[src/rtl/ccff_pkg.sv]
// Shared constants and FSM encoding for the configuration-chain loader.
package ccff_pkg;

  localparam int CCFF_WORD_W = 8;
  localparam int CCFF_LEN_W  = 16;

  typedef enum logic [1:0] {
    ST_IDLE  = 2'd0,
    ST_SHIFT = 2'd1,
    ST_DONE  = 2'd2
  } state_t;

endpackage

[src/rtl/ccff_serializer.sv]
// Single-word buffer that presents one bitstream word to the chain, LSB first.
module ccff_serializer
  import ccff_pkg::*;
#(
  parameter int WORD_W = CCFF_WORD_W
) (
  input  logic              prog_clk,
  input  logic              prog_rst_n,
  input  logic              load,
  input  logic [WORD_W-1:0] data,
  input  logic              shift,
  input  logic              flush,
  output logic              buf_valid,
  output logic              bit_out,
  output logic              last_bit
);

  localparam int IDX_W = (WORD_W > 1) ? $clog2(WORD_W) : 1;
  localparam logic [IDX_W-1:0] LAST_IDX = IDX_W'(WORD_W - 1);

  logic [WORD_W-1:0] word_buf;
  logic [IDX_W-1:0]  bit_idx;

  // NOTE: clocked state uses non-blocking assignments so every register
  // samples the pre-edge values of the others, independent of block order.
  always_ff @(posedge prog_clk or negedge prog_rst_n) begin
    if (!prog_rst_n) begin
      word_buf  <= '0;
      buf_valid <= 1'b0;
      bit_idx   <= '0;
    end else if (flush) begin
      buf_valid <= 1'b0;
      bit_idx   <= '0;
    end else if (load) begin
      // A load on the last shifted bit refills the buffer with no bubble.
      word_buf  <= data;
      buf_valid <= 1'b1;
      bit_idx   <= '0;
    end else if (shift) begin
      if (last_bit) begin
        buf_valid <= 1'b0;
        bit_idx   <= '0;
      end else begin
        bit_idx <= bit_idx + 1'b1;
      end
    end
  end

  assign bit_out  = word_buf[bit_idx];
  assign last_bit = (bit_idx == LAST_IDX);

endmodule

[src/rtl/ccff_loader.sv]
// Configuration-chain loader: streams bitstream words into the chain head, or
// recirculates the chain and compares it against the stream in verify mode.
module ccff_loader
  import ccff_pkg::*;
#(
  parameter int WORD_W = CCFF_WORD_W,
  parameter int LEN_W  = CCFF_LEN_W
) (
  input  logic              prog_clk,
  input  logic              prog_rst_n,
  input  logic              start,
  input  logic              verify,
  input  logic [LEN_W-1:0]  chain_len,
  input  logic              abort,
  input  logic [WORD_W-1:0] s_data,
  input  logic              s_valid,
  output logic              s_ready,
  output logic              ccff_head,
  input  logic              ccff_tail,
  output logic              ccff_shift_en,
  output logic              busy,
  output logic              done,
  output logic              err,
  output logic [LEN_W-1:0]  err_count
);

  localparam logic [LEN_W-1:0] ONE     = LEN_W'(1);
  localparam logic [LEN_W-1:0] ERR_MAX = '1;

  state_t           state, state_nxt;
  logic             mode;
  logic [LEN_W-1:0] bits_rem;
  logic             buf_valid, bit_out, last_bit;
  logic             accept, last_shift, flush, mismatch;

  assign ccff_shift_en = (state == ST_SHIFT) && buf_valid;
  assign last_shift    = ccff_shift_en && (bits_rem == ONE);
  // Request a word only while the chain still needs bits beyond the buffered ones.
  assign s_ready       = (state == ST_SHIFT) && !abort &&
                         ((!buf_valid && bits_rem != '0) ||
                          (ccff_shift_en && last_bit && bits_rem > ONE));
  assign accept        = s_valid && s_ready;
  assign flush         = abort || last_shift;
  assign ccff_head     = ccff_shift_en && (mode ? ccff_tail : bit_out);
  assign mismatch      = ccff_shift_en && mode && (ccff_tail != bit_out);
  assign busy          = (state != ST_IDLE);
  assign done          = (state == ST_DONE);

  ccff_serializer #(.WORD_W(WORD_W)) u_serializer (
    .prog_clk   (prog_clk),
    .prog_rst_n (prog_rst_n),
    .load       (accept),
    .data       (s_data),
    .shift      (ccff_shift_en),
    .flush      (flush),
    .buf_valid  (buf_valid),
    .bit_out    (bit_out),
    .last_bit   (last_bit)
  );

  always_ff @(posedge prog_clk or negedge prog_rst_n) begin
    if (!prog_rst_n) state <= ST_IDLE;
    else             state <= state_nxt;
  end

  // NOTE: next-state gets its default before any branch so no path leaves
  // it unassigned, which would otherwise infer a latch.
  always_comb begin
    state_nxt = state;
    if (abort) begin
      state_nxt = ST_IDLE;
    end else begin
      case (state)
        ST_IDLE:  if (start) state_nxt = (chain_len == '0) ? ST_DONE : ST_SHIFT;
        ST_SHIFT: if (last_shift) state_nxt = ST_DONE;
        ST_DONE:  state_nxt = ST_IDLE;
        default:  state_nxt = ST_IDLE;
      endcase
    end
  end

  always_ff @(posedge prog_clk or negedge prog_rst_n) begin
    if (!prog_rst_n) begin
      mode      <= 1'b0;
      bits_rem  <= '0;
      err       <= 1'b0;
      err_count <= '0;
    end else if (abort) begin
      bits_rem <= '0;
    end else if (state == ST_IDLE && start) begin
      mode      <= verify;
      bits_rem  <= chain_len;
      err       <= 1'b0;
      err_count <= '0;
    end else if (ccff_shift_en) begin
      bits_rem <= bits_rem - ONE;
      if (mismatch) begin
        err <= 1'b1;
        if (err_count != ERR_MAX) err_count <= err_count + ONE;
      end
    end
  end

endmodule

[config.mk]
export PLATFORM = sky130hd
export DESIGN_NAME = ccff_loader
export DESIGN_NICKNAME = d
export VERILOG_FILES = /design/src/rtl/ccff_pkg.sv /design/src/rtl/ccff_serializer.sv /design/src/rtl/ccff_loader.sv
export SDC_FILE = /design/constraint.sdc
export NUM_CORES = 1
export LEC_CHECK = 0
export BUFFER_PORTS_ARGS = -buffer_cell sky130_fd_sc_hd__buf_4
export CAP_MARGIN = 20
export CORE_UTILIZATION = 59
export CTS_CLUSTER_SIZE = 24
export DETAILED_ROUTE_END_ITERATION = 8
export PLACE_DENSITY = 0.85
export SYNTH_ARGS = -nofsm -noshare
export SYNTH_HDL_FRONTEND = slang
export SYNTH_SLANG_ARGS = --single-unit
[constraint.sdc]
create_clock -name prog_clk -period 4.25 [get_ports prog_clk]
set_input_delay 0 -clock prog_clk [delete_from_list [all_inputs] [get_ports prog_clk]]
set_output_delay 0 -clock prog_clk [all_outputs]
set_load 0.03 [all_outputs]
==> results.py <==
metrics = {
    "outcome": {
        "run_status": "finished, violations left",
        "violations": "negative hold slack",
    },
    "global_routing": {
        "grt_max_degree": 49,
        "grt_use_total": 0.264,
        "grt-ovfl-total": 0,
        "grt_first_pass_wirelength_um": 10300,
        "antenna_found_initial": 0,
        "grt_pass1_vias": 2261,
    },
    "logic_synthesis": {
        "synth-edff-count": 0,
        "ys_ff_latch": 48,
        "synth.cell_area_mm2": 0.00271,
        "syn-num-nets": 316,
        "synth_warnings": 0,
        "yosys.cell_types.count": 48,
        "synth_area_leaders": "dfrtp_1 44%, xnor2_1 4.5%, nor2_1 4.4%",
        "syn_inst": 280,
        "synth_top_area_share": 0.444,
        "avgSynthCellArea_um2": 9.67,
        "ys_async_sr_fraction": 1.00,
        "synthFlopType": "dfrtp_1",
        "ys_seq_area_frac": 0.444,
        "synth_area_leader_cell": "dfrtp_1",
    },
    "sta": {
        "rsz0062_at_grt": "false",
        "timing.fmax_ghz": 0.397,
        "whs_ns": -0.00331,
        "max_slew.worst_pin.slew_ns": 0.960,
        "tns_ns": 0,
        "slew_headroom": 0.357,
        "slew_viol_final": 0,
        "clock-skew-final_ns": 0.00719,
        "min_period_ns": 2.52,
        "finalHoldViolCount": 1,
        "finalCritPeriodShare": 0.593,
        "final-setup-viol-count": 0,
    },
    "setup_path": {
        "cp-endpoint": "err_count[10]$_DFFE_PN0P_",
        "arrival_ns": 2.71,
        "critPathLaunchType": "flip-flop",
        "critPathCaptureType": "flip-flop",
        "worstSetupPathType": "reg2reg",
        "r2r_slack_ns": 1.73,
        "r2r-start": "state[1]$_DFFE_PN0P_",
        "r2r_cells": 4,
        "r2r-end": "err_count[10]$_DFFE_PN0P_",
        "critPathMaxFanout": 34,
        "worstSetupStartpoint": "state[1]$_DFFE_PN0P_",
        "worst_ep_required_time_ns": 4.44,
    },
    "finish": {
        "fin_util": 0.760,
        "antennaDiodeCount": 0,
        "design_area_mm2": 0.00333,
        "fin_nets": 376,
        "drive_above_1_share": 0.226,
        "area_delta_synth_final_pct": 23.2,
    },
    "cts": {
        "cts_hold_buf": 13,
        "cts_setup_buffers": 0,
        "cts_buffers": 5,
        "cts.clk_slew.worst_paths_ns": 0.08,
        "root_buffer": "clkbuf_8",
        "cts_resized": 0,
        "htreeDepth": 2,
        "cts_buffer_depth": 2,
        "cts.sinks": 48,
        "cts_tree": "done",
        "clock_latency_ns": 0.29,
    },
    "job": {
        "cap_violations": 0,
    },
    "place": {
        "io_buffers": 52,
        "dpl-instance-area_mm2": 0.00310,
        "gp_congestion": 0.779,
        "dp.final_hpwl_um": 4040,
    },
    "floorplanning": {
        "die_h_um": 69.7,
        "core_mm2": 0.00438,
        "initial_core_util": 0.617,
        "dieArea_mm2": 0.00486,
        "rows": 24,
        "ios": 53,
        "die_width_um": 69.7,
    },
    "power": {
        "peakVddDrop_mv": 0.200,
        "power_leakage_uw": 0.00151,
        "power.density_mw_per_mm2": 314,
        "finalPower_uw": 1050,
    },
    "detailed_routing": {
        "via_per_inst": 5.86,
        "ant_nets": 0,
        "num_vias": 2296,
        "avgRoutedWirePerCell_um": 14.9,
        "drt-total-wl_um": 5860,
        "drtIter0Drc": 113,
        "first_pass_iters": 4,
        "drc": 0,
    },
    "worst_hold_path": {
        "min_path_type": "in2reg",
    },
}
layout by cell type, fill, tap and decap left out, drive strengths merged, types with 7 or more instances in the layout:
cell type and instances:
buf 52, dfrtp 48, nor2 32, nand2 27, a211oi 16, xnor2 14, dlygate4sd3 14, nor3 11
a21oi 10, mux2 10, nor4 9, clkbuf 7, o21ai 7
logic make-up after synthesis:
family,share of synthesized area
simple gates,0.240
compound gates,0.147
flops,0.444
buf+inv,0.0310
xor+xnor,0.0550
mux,0.0601
fa+ha+maj,0.0231
synthesized netlist by cell type, drive strengths merged (2+ instances only):
cell     count
dfrtp       48
nor2        32
nand2       27
a211oi      16
xnor2       14
nor3        11
a21oi       10
clkbuf      10
mux2        10
nor4         9
o21ai        7
ha           5
inv          5
mux2i        5
nand3        5
or3          5
a31o         4
a31oi        4
and3         4
nand2b       4
nand4        4
nor2b        4
or4          4
a41o         3
and2         3
buf          3
xor2         3
a2111oi      2
a22o         2
a22oi        2
a311oi       2
and4         2
nor3b        2
or2          2
or3b         2
through the flow:
| stage | worst slack [ns] | std cells |
|---|---|---|
| after floorplan | 1.73 | 280 |
| after global placement | 1.83 | 371 |
| after detailed placement | 1.73 | 371 |
| after CTS | 1.72 | 391 |
| after global routing | 1.55 | 392 |
| final | 1.73 | 392 |
flip-flops by register name, summed over array words and instances, names as in the netlist:
name                    flops
bits_rem                   16
err                         1
err_count                  16
mode                        1
state                       2
u_serializer.bit_idx        3
u_serializer.buf_valid      1
u_serializer.word_buf       8
final cells by class:
type | count | area (um^2)
inverters | 5 | 18.8
well taps | 52 | 65.1
fillers | 325 | 1050
clock buffers | 7 | 96.3
repair buffers | 66 | 531
multi-input cells | 214 | 1420
flip-flops and latches | 48 | 1200
where the power goes:
part           total [uW]  switching, uW  internal, uW  leakage, uW
Combinational         210            108           102     0.000824
Clock                 289            144           145    0.0000503
Sequential            547           41.2           506     0.000637
per-layer routing:
layer | share of wire | up-vias | global-route usage
li1 | - | 1145 | -
met1 | 0.46 | 1090 | 0.361
met2 | 0.49 | 55 | 0.428
met3 | 0.040 | 6 | 0.0567
met4 | 0.012 | 0 | 0.0711
met5 | 0 | - | 0
worst min-delay path by stage:
stage,startpoint,to,slack (ns),depth (start not counted)
after global placement,prog_rst_n,err_count[13]$_DFFE_PN0P_,0.05,1
final,chain_len[6],bits_rem[6]$_DFFE_PN0P_,-0.003,3
after floorplan,prog_rst_n,bits_rem[0]$_DFFE_PN0P_,-0.30,0
after CTS,chain_len[12],bits_rem[12]$_DFFE_PN0P_,0.0008,3
after global routing,chain_len[9],bits_rem[9]$_DFFE_PN0P_,0.0006,3
after detailed placement,prog_rst_n,err_count[12]$_DFFE_PN0P_,0.05,1
critical path: stages, from the launching register on:
cell and delay, ns:
dfrtp_1 0.43, or3b_2 0.79, nor2_1 0.83, nor2_1 0.09, a31o_2 0.27
No activity file was read; power rests on OpenSTA's default activity.
